--- src/rtl/pq_pkg.sv ---
// Shared definitions for the priority-queue front-end.
//   cmd_e       : the single command issued to the queue each cycle
//   cmd_to_bits : maps a command onto the queue's {i_wrt, i_read} pins
package pq_pkg;

  typedef enum logic [1:0] {
    CMD_NONE,
    CMD_WRT,
    CMD_READ,
    CMD_REPLACE
  } cmd_e;

  function automatic logic [1:0] cmd_to_bits(input cmd_e cmd);
    logic [1:0] bits;
    case (cmd)
      CMD_WRT:     bits = 2'b10;
      CMD_READ:    bits = 2'b01;
      CMD_REPLACE: bits = 2'b11;
      default:     bits = 2'b00;
    endcase
    return bits;
  endfunction

endpackage

--- src/rtl/pq_enq_fifo.sv ---
// Enqueue buffer: synchronous FIFO with first-word-fall-through head.
// Ports:
//   i_CLK, i_RSTn : clock, asynchronous active-low reset
//   push, push_data : write one entry (caller guarantees !full)
//   pop             : drop the head entry (caller guarantees count != 0)
//   head            : oldest entry, valid whenever count != 0
//   full            : count == DEPTH
//   count           : number of stored entries, 0..DEPTH
module pq_enq_fifo #(
  parameter int DATA_WIDTH = 16,
  parameter int DEPTH      = 4
) (
  input  logic                      i_CLK,
  input  logic                      i_RSTn,
  input  logic                      push,
  input  logic [DATA_WIDTH-1:0]     push_data,
  input  logic                      pop,
  output logic [DATA_WIDTH-1:0]     head,
  output logic                      full,
  output logic [$clog2(DEPTH):0]    count
);

  localparam int AW = $clog2(DEPTH);

  logic [DATA_WIDTH-1:0] mem [DEPTH];
  logic [AW-1:0]         wr_ptr;
  logic [AW-1:0]         rd_ptr;

  // NOTE: sequential state is updated with non-blocking assignments so every
  // register samples the pre-edge values, independent of block ordering.
  always_ff @(posedge i_CLK or negedge i_RSTn) begin
    if (!i_RSTn) begin
      wr_ptr <= '0;
      rd_ptr <= '0;
      count  <= '0;
    end else begin
      // DEPTH is a power of two, so pointers wrap naturally.
      if (push) wr_ptr <= wr_ptr + 1'b1;
      if (pop)  rd_ptr <= rd_ptr + 1'b1;
      case ({push, pop})
        2'b10:   count <= count + 1'b1;
        2'b01:   count <= count - 1'b1;
        default: count <= count;
      endcase
    end
  end

  // NOTE: the storage array has no reset; an entry is only ever read after
  // it was written, and leaving it unreset lets it map onto plain flops/RAM.
  always_ff @(posedge i_CLK) begin
    if (push) mem[wr_ptr] <= push_data;
  end

  assign head = mem[rd_ptr];
  assign full = (count == (AW+1)'(DEPTH));

endmodule

--- src/rtl/pq_front_end.sv ---
// Command front-end for the register-array priority queue (largest at head,
// zero reserved as the empty-slot sentinel).
// Ports:
//   i_CLK, i_RSTn                  : clock, asynchronous active-low reset
//   i_enq_valid/o_enq_ready/i_enq_data : enqueue stream (zero values dropped)
//   i_deq_valid/o_deq_ready        : dequeue request stream
//   o_res_valid/i_res_ready/o_res_data : dequeued head results
//   o_pq_wrt/o_pq_read/o_pq_data   : one command per cycle to the queue
//   i_pq_full/i_pq_empty/i_pq_head : queue status and head value
//   o_drop_cnt                     : saturating count of dropped zero enqueues
//   o_idle                         : nothing buffered, pending or held
module pq_front_end
  import pq_pkg::*;
#(
  parameter int DATA_WIDTH     = 16,
  parameter int ENQ_FIFO_DEPTH = 4,
  parameter int PQ_ENQ_ENA     = 0,
  parameter int DROP_CNT_WIDTH = 16
) (
  input  logic                      i_CLK,
  input  logic                      i_RSTn,
  input  logic                      i_enq_valid,
  output logic                      o_enq_ready,
  input  logic [DATA_WIDTH-1:0]     i_enq_data,
  input  logic                      i_deq_valid,
  output logic                      o_deq_ready,
  output logic                      o_res_valid,
  input  logic                      i_res_ready,
  output logic [DATA_WIDTH-1:0]     o_res_data,
  output logic                      o_pq_wrt,
  output logic                      o_pq_read,
  output logic [DATA_WIDTH-1:0]     o_pq_data,
  input  logic                      i_pq_full,
  input  logic                      i_pq_empty,
  input  logic [DATA_WIDTH-1:0]     i_pq_head,
  output logic [DROP_CNT_WIDTH-1:0] o_drop_cnt,
  output logic                      o_idle
);

  logic                              fifo_full;
  logic [$clog2(ENQ_FIFO_DEPTH):0]   fifo_count;
  logic [DATA_WIDTH-1:0]             fifo_head;
  logic                              fifo_nonempty;
  logic                              enq_hs;
  logic                              deq_hs;
  logic                              push;
  logic                              pending;
  logic                              deq_elig;
  cmd_e                              cmd;

  assign fifo_nonempty = (fifo_count != '0);
  assign o_enq_ready   = !fifo_full;
  assign o_deq_ready   = !pending;
  assign enq_hs        = i_enq_valid && o_enq_ready;
  assign deq_hs        = i_deq_valid && o_deq_ready;
  // Zero is the queue's empty-slot sentinel, so it is accepted but never stored.
  assign push          = enq_hs && (i_enq_data != '0);

  // A dequeue may issue only if the queue has something and the result
  // register is free or being drained this cycle.
  assign deq_elig = pending && !i_pq_empty && (!o_res_valid || i_res_ready);

  pq_enq_fifo #(
    .DATA_WIDTH (DATA_WIDTH),
    .DEPTH      (ENQ_FIFO_DEPTH)
  ) u_enq_fifo (
    .i_CLK     (i_CLK),
    .i_RSTn    (i_RSTn),
    .push      (push),
    .push_data (i_enq_data),
    .pop       (o_pq_wrt),
    .head      (fifo_head),
    .full      (fifo_full),
    .count     (fifo_count)
  );

  // NOTE: every signal driven here gets a default first, so no path through
  // the block can leave a value unassigned and infer a latch.
  always_comb begin
    cmd = CMD_NONE;
    if (deq_elig && fifo_nonempty) begin
      cmd = CMD_REPLACE;
    end else if (deq_elig) begin
      cmd = CMD_READ;
    end else if (fifo_nonempty) begin
      // On an empty queue a replace acts as a plain insert (returned head is 0
      // and ignored); otherwise a bare write is only legal if the queue
      // accepts writes and has room, else the entry waits for a dequeue.
      if (i_pq_empty) begin
        cmd = CMD_REPLACE;
      end else if (!i_pq_full && (PQ_ENQ_ENA != 0)) begin
        cmd = CMD_WRT;
      end
    end
  end

  assign {o_pq_wrt, o_pq_read} = cmd_to_bits(cmd);
  assign o_pq_data             = o_pq_wrt ? fifo_head : '0;

  always_ff @(posedge i_CLK or negedge i_RSTn) begin
    if (!i_RSTn) begin
      pending     <= 1'b0;
      o_res_valid <= 1'b0;
      o_res_data  <= '0;
      o_drop_cnt  <= '0;
    end else begin
      // deq_hs needs !pending and deq_elig needs pending: never both.
      if (deq_elig)    pending <= 1'b0;
      else if (deq_hs) pending <= 1'b1;

      // Reload wins over drain, giving back-to-back results.
      if (deq_elig) begin
        o_res_valid <= 1'b1;
        o_res_data  <= i_pq_head;
      end else if (i_res_ready) begin
        o_res_valid <= 1'b0;
      end

      if (enq_hs && (i_enq_data == '0) && (o_drop_cnt != '1))
        o_drop_cnt <= o_drop_cnt + 1'b1;
    end
  end

  assign o_idle = !fifo_nonempty && !pending && !o_res_valid;

endmodule

--- config.mk ---
export PLATFORM = sky130hd
export DESIGN_NAME = pq_front_end
export DESIGN_NICKNAME = d
export VERILOG_FILES = /design/src/rtl/pq_pkg.sv /design/src/rtl/pq_enq_fifo.sv /design/src/rtl/pq_front_end.sv
export SDC_FILE = /design/constraint.sdc
export NUM_CORES = 1
export LEC_CHECK = 0
export BUFFER_PORTS_ARGS = -buffer_cell sky130_fd_sc_hd__buf_4
export CORE_MARGIN = 2
export CORE_UTILIZATION = 54
export DETAILED_ROUTE_END_ITERATION = 7
export PLACE_DENSITY = 0.81
export SLEW_MARGIN = 10
export SYNTH_ARGS = -nofsm -noshare
export SYNTH_HDL_FRONTEND = slang
export SYNTH_SLANG_ARGS = --single-unit
--- constraint.sdc ---
create_clock -name i_CLK -period 3.1 [get_ports i_CLK]
set_input_delay 0.31 -clock i_CLK [delete_from_list [all_inputs] [get_ports i_CLK]]
set_output_delay 0.31 -clock i_CLK [all_outputs]
set_load 0.05 [all_outputs]
==> results.cfg <==
[timing]
slew_headroom_pct = 46.0
final_hold_viol_count = 0
max_freq_ghz = 0.412
min_period_ns = 2.43
setup_violations = 0
worst_slew_pin_slew_ns = 0.810
tns_ns = 0
finClkSkew_ns = 0.0130
period_share_pct = 78.3
rsz0062_at_grt = false
finalMaxSlewViolations = 0

[clocking]
cts_buffers = 9
cts_tree = done
clock-sinks = 105
htree_levels = 3
clkLatencyLatePin_ns = 0.36
clockRootBuffer = clkbuf_8
cts_setup_buffers = 0
path_clk_slew_ns = 0.10
cts_resized = 0
cts_max_path_buffers = 2

[die]
row_count = 32
io_pins = 93
dieArea_um2 = 8860
core_um2 = 7810
die_h_um = 94.1
die_x_um = 94.1
start_util_pct = 56.2

[power]
power_frac_comb_pct = 41.3
power.switching_mw = 1.80
power_density_nw_per_um2 = 869
p_leak_nw = 2.22
p_int_mw = 2.91
ir_worst_vdd_uv = 327
swShare_pct = 38.3
clkPwrFrac_pct = 17.6
p_seq_share_pct = 41.2

[route]
drc = 0
routedWlPerCell_um = 16.9
vias = 2520
dr.pass1.iters = 4
wirelength_um = 8050
post_drt_via_cell_ratio = 5.31
detail-route-antenna-nets = 0
drt_iter0_drc = 128

[setup_path]
slowest_delay_ns = 0.41
startpoint_type = flip-flop
crit_arrival_ns = 2.70
crit_slowest_cell = dfrtp_1
critPathKind = flip-flop to flip-flop
path_cells = or3b_1 -> nand2_1 -> nor2b_1 -> inv_1 -> ha_1 -> inv_1 -> fa_1 -> xor2_1 -> nor2_1 -> xor2_1
path_max_fanout = 8
required_ns = 3.37
worstSetupEndpointType = flip-flop

[final_layout]
final_common_cell = buf_4
seqCellArea_um2 = 2950
multiInputGateArea_um2 = 1360
nFillCells = 553
diodes = 0
final_area_um2 = 5410
final_cell_mix = buf_4, edfxtp_1, dfrtp_1
drive_gt1_share_pct = 41.8
final_nets = 414
area_delta_synth_final_pct = 23.4

[run]
cap_violations = 0

[yosys]
synth_async_sr_flop_share_pct = 39.0
yosys_warnings = 0
yosys_register_bits = 105
seq_area_frac_synth_pct = 67.2
synth_nets = 313
synth.distinct_cells = 42
synthesis.instances = 267
synth.avg_cell_area_um2 = 16.4
synth_flop_cell = edfxtp_1
synth_area_um2 = 4390
synth_edf_count = 64

[placement]
io_buffers = 91
place_area_um2 = 5210
hpwl_um = 5620
place_congestion = 0.809

[global_routing]
track_usage_pct = 19.4
grt_pass1_wl_um = 13000
grt_pass1_vias = 2595
overflow = 0
antenna_found_initial = 0
grt_max_degree = 42

[status]
status = finished clean

[hold_path]
hold_path.class = input pin to flip-flop
critical path, delay by kind of cell, from the launching register on:
family / cells / cell delay, ns
xor+xnor: 2 / 0.31
fa+ha+maj: 2 / 0.58
buf+inv: 2 / 0.14
flops: 1 / 0.41
simple gates: 4 / 0.91
stage by stage:
| step | total power [mW] | util (%) | hold slack (ns) | std cells | setup slack, ns |
|---|---|---|---|---|---|
| after CTS | 4.75 | 69.3 | 0.114 | 475 | 0.661 |
| after floorplan | 3.34 | - | 0.0144 | 267 | 0.0482 |
| after global routing | 4.94 | 69.3 | 0.119 | 475 | 0.438 |
| final | 4.71 | 69.3 | 0.128 | 475 | 0.672 |
| after global placement | 3.89 | 66.7 | 0.323 | 458 | 0.544 |
| after detailed placement | 3.93 | 66.7 | 0.326 | 458 | 0.503 |
kinds of logic after synthesis:
family,count (synthesis),share of synthesized area [%]
fa+ha+maj,7,2.17
flops,105,67.2
xor+xnor,17,3.39
compound gates,12,2.17
simple gates,71,10.1
buf+inv,20,1.85
mux,35,13.1
cell type report:
class                      count  area share (%)
clock buffer                  10            2.36
clock inverter                 6            1.22
inverter                      11           0.763
multi-input combinational    142            25.1
sequential                   105            54.4
tap                          102            2.36
timing repair buffer          99            13.8
Yosys cell counts, drive strengths merged, types with 4 or more instances:
cell    count  area (um2)
xor2        9        78.8
nor4        5        56.3
inv        11        41.3
mux4       16         360
edfxtp     64        1920
clkbuf      4        15.0
and2       22         138
nand2       8        30.0
nand4       5        37.5
ha          6        75.1
nand3       6        30.0
buf         5        25.0
xnor2       8        70.1
nor2       10        40.0
nor3        4        25.0
mux2       17         195
dfrtp      41        1030
flip-flops by register name (all words and copies together), names as in the netlist:
register	flops
o_res_valid	1
u_enq_fifo.mem	64
u_enq_fifo.count	3
o_res_data	16
u_enq_fifo.wr_ptr	2
pending	1
u_enq_fifo.rd_ptr	2
o_drop_cnt	16
power groups by stage:
stage / clock network [mW] / registers, mW / logic, mW
2_1_floorplan: 0 / 2.14 / 1.20
3_5_place_dp: 0 / 1.97 / 1.96
6_report: 0.826 / 1.94 / 1.94
5_1_grt: 0.902 / 1.97 / 2.07
4_1_cts: 0.840 / 1.94 / 1.97
3_3_place_gp: 0 / 1.96 / 1.93
path summary, 6_finish.rpt:
check                                     from                   to  slack, ns  cells past startpoint
hold / removal                     i_res_ready          o_res_valid       0.13                      2
hold reg to reg            u_enq_fifo.count[2]  u_enq_fifo.count[2]       0.49                      1
setup reg to reg           u_enq_fifo.count[1]  u_enq_fifo.count[2]       0.67                     10
min in group asynchronous               i_RSTn        o_drop_cnt[0]       0.47                      2
max in group asynchronous               i_RSTn        o_drop_cnt[4]       2.25                      2
setup / recovery           u_enq_fifo.count[1]  u_enq_fifo.count[2]       0.67                     10
layer usage:
layer,vias up,global-route usage (%),part of all wire [%]
li1,1188,-,-
met1,1267,25.0,40
met2,58,33.3,55
met3,7,3.37,4.1
met4,0,6.88,1.1
met5,-,0,0
what timing repair did:
action	in CTS	in global routing
hold buffers	1	0
hold endpoints to repair	41	0
setup endpoints to repair	0	0
Power figures use the tool's default switching activity.
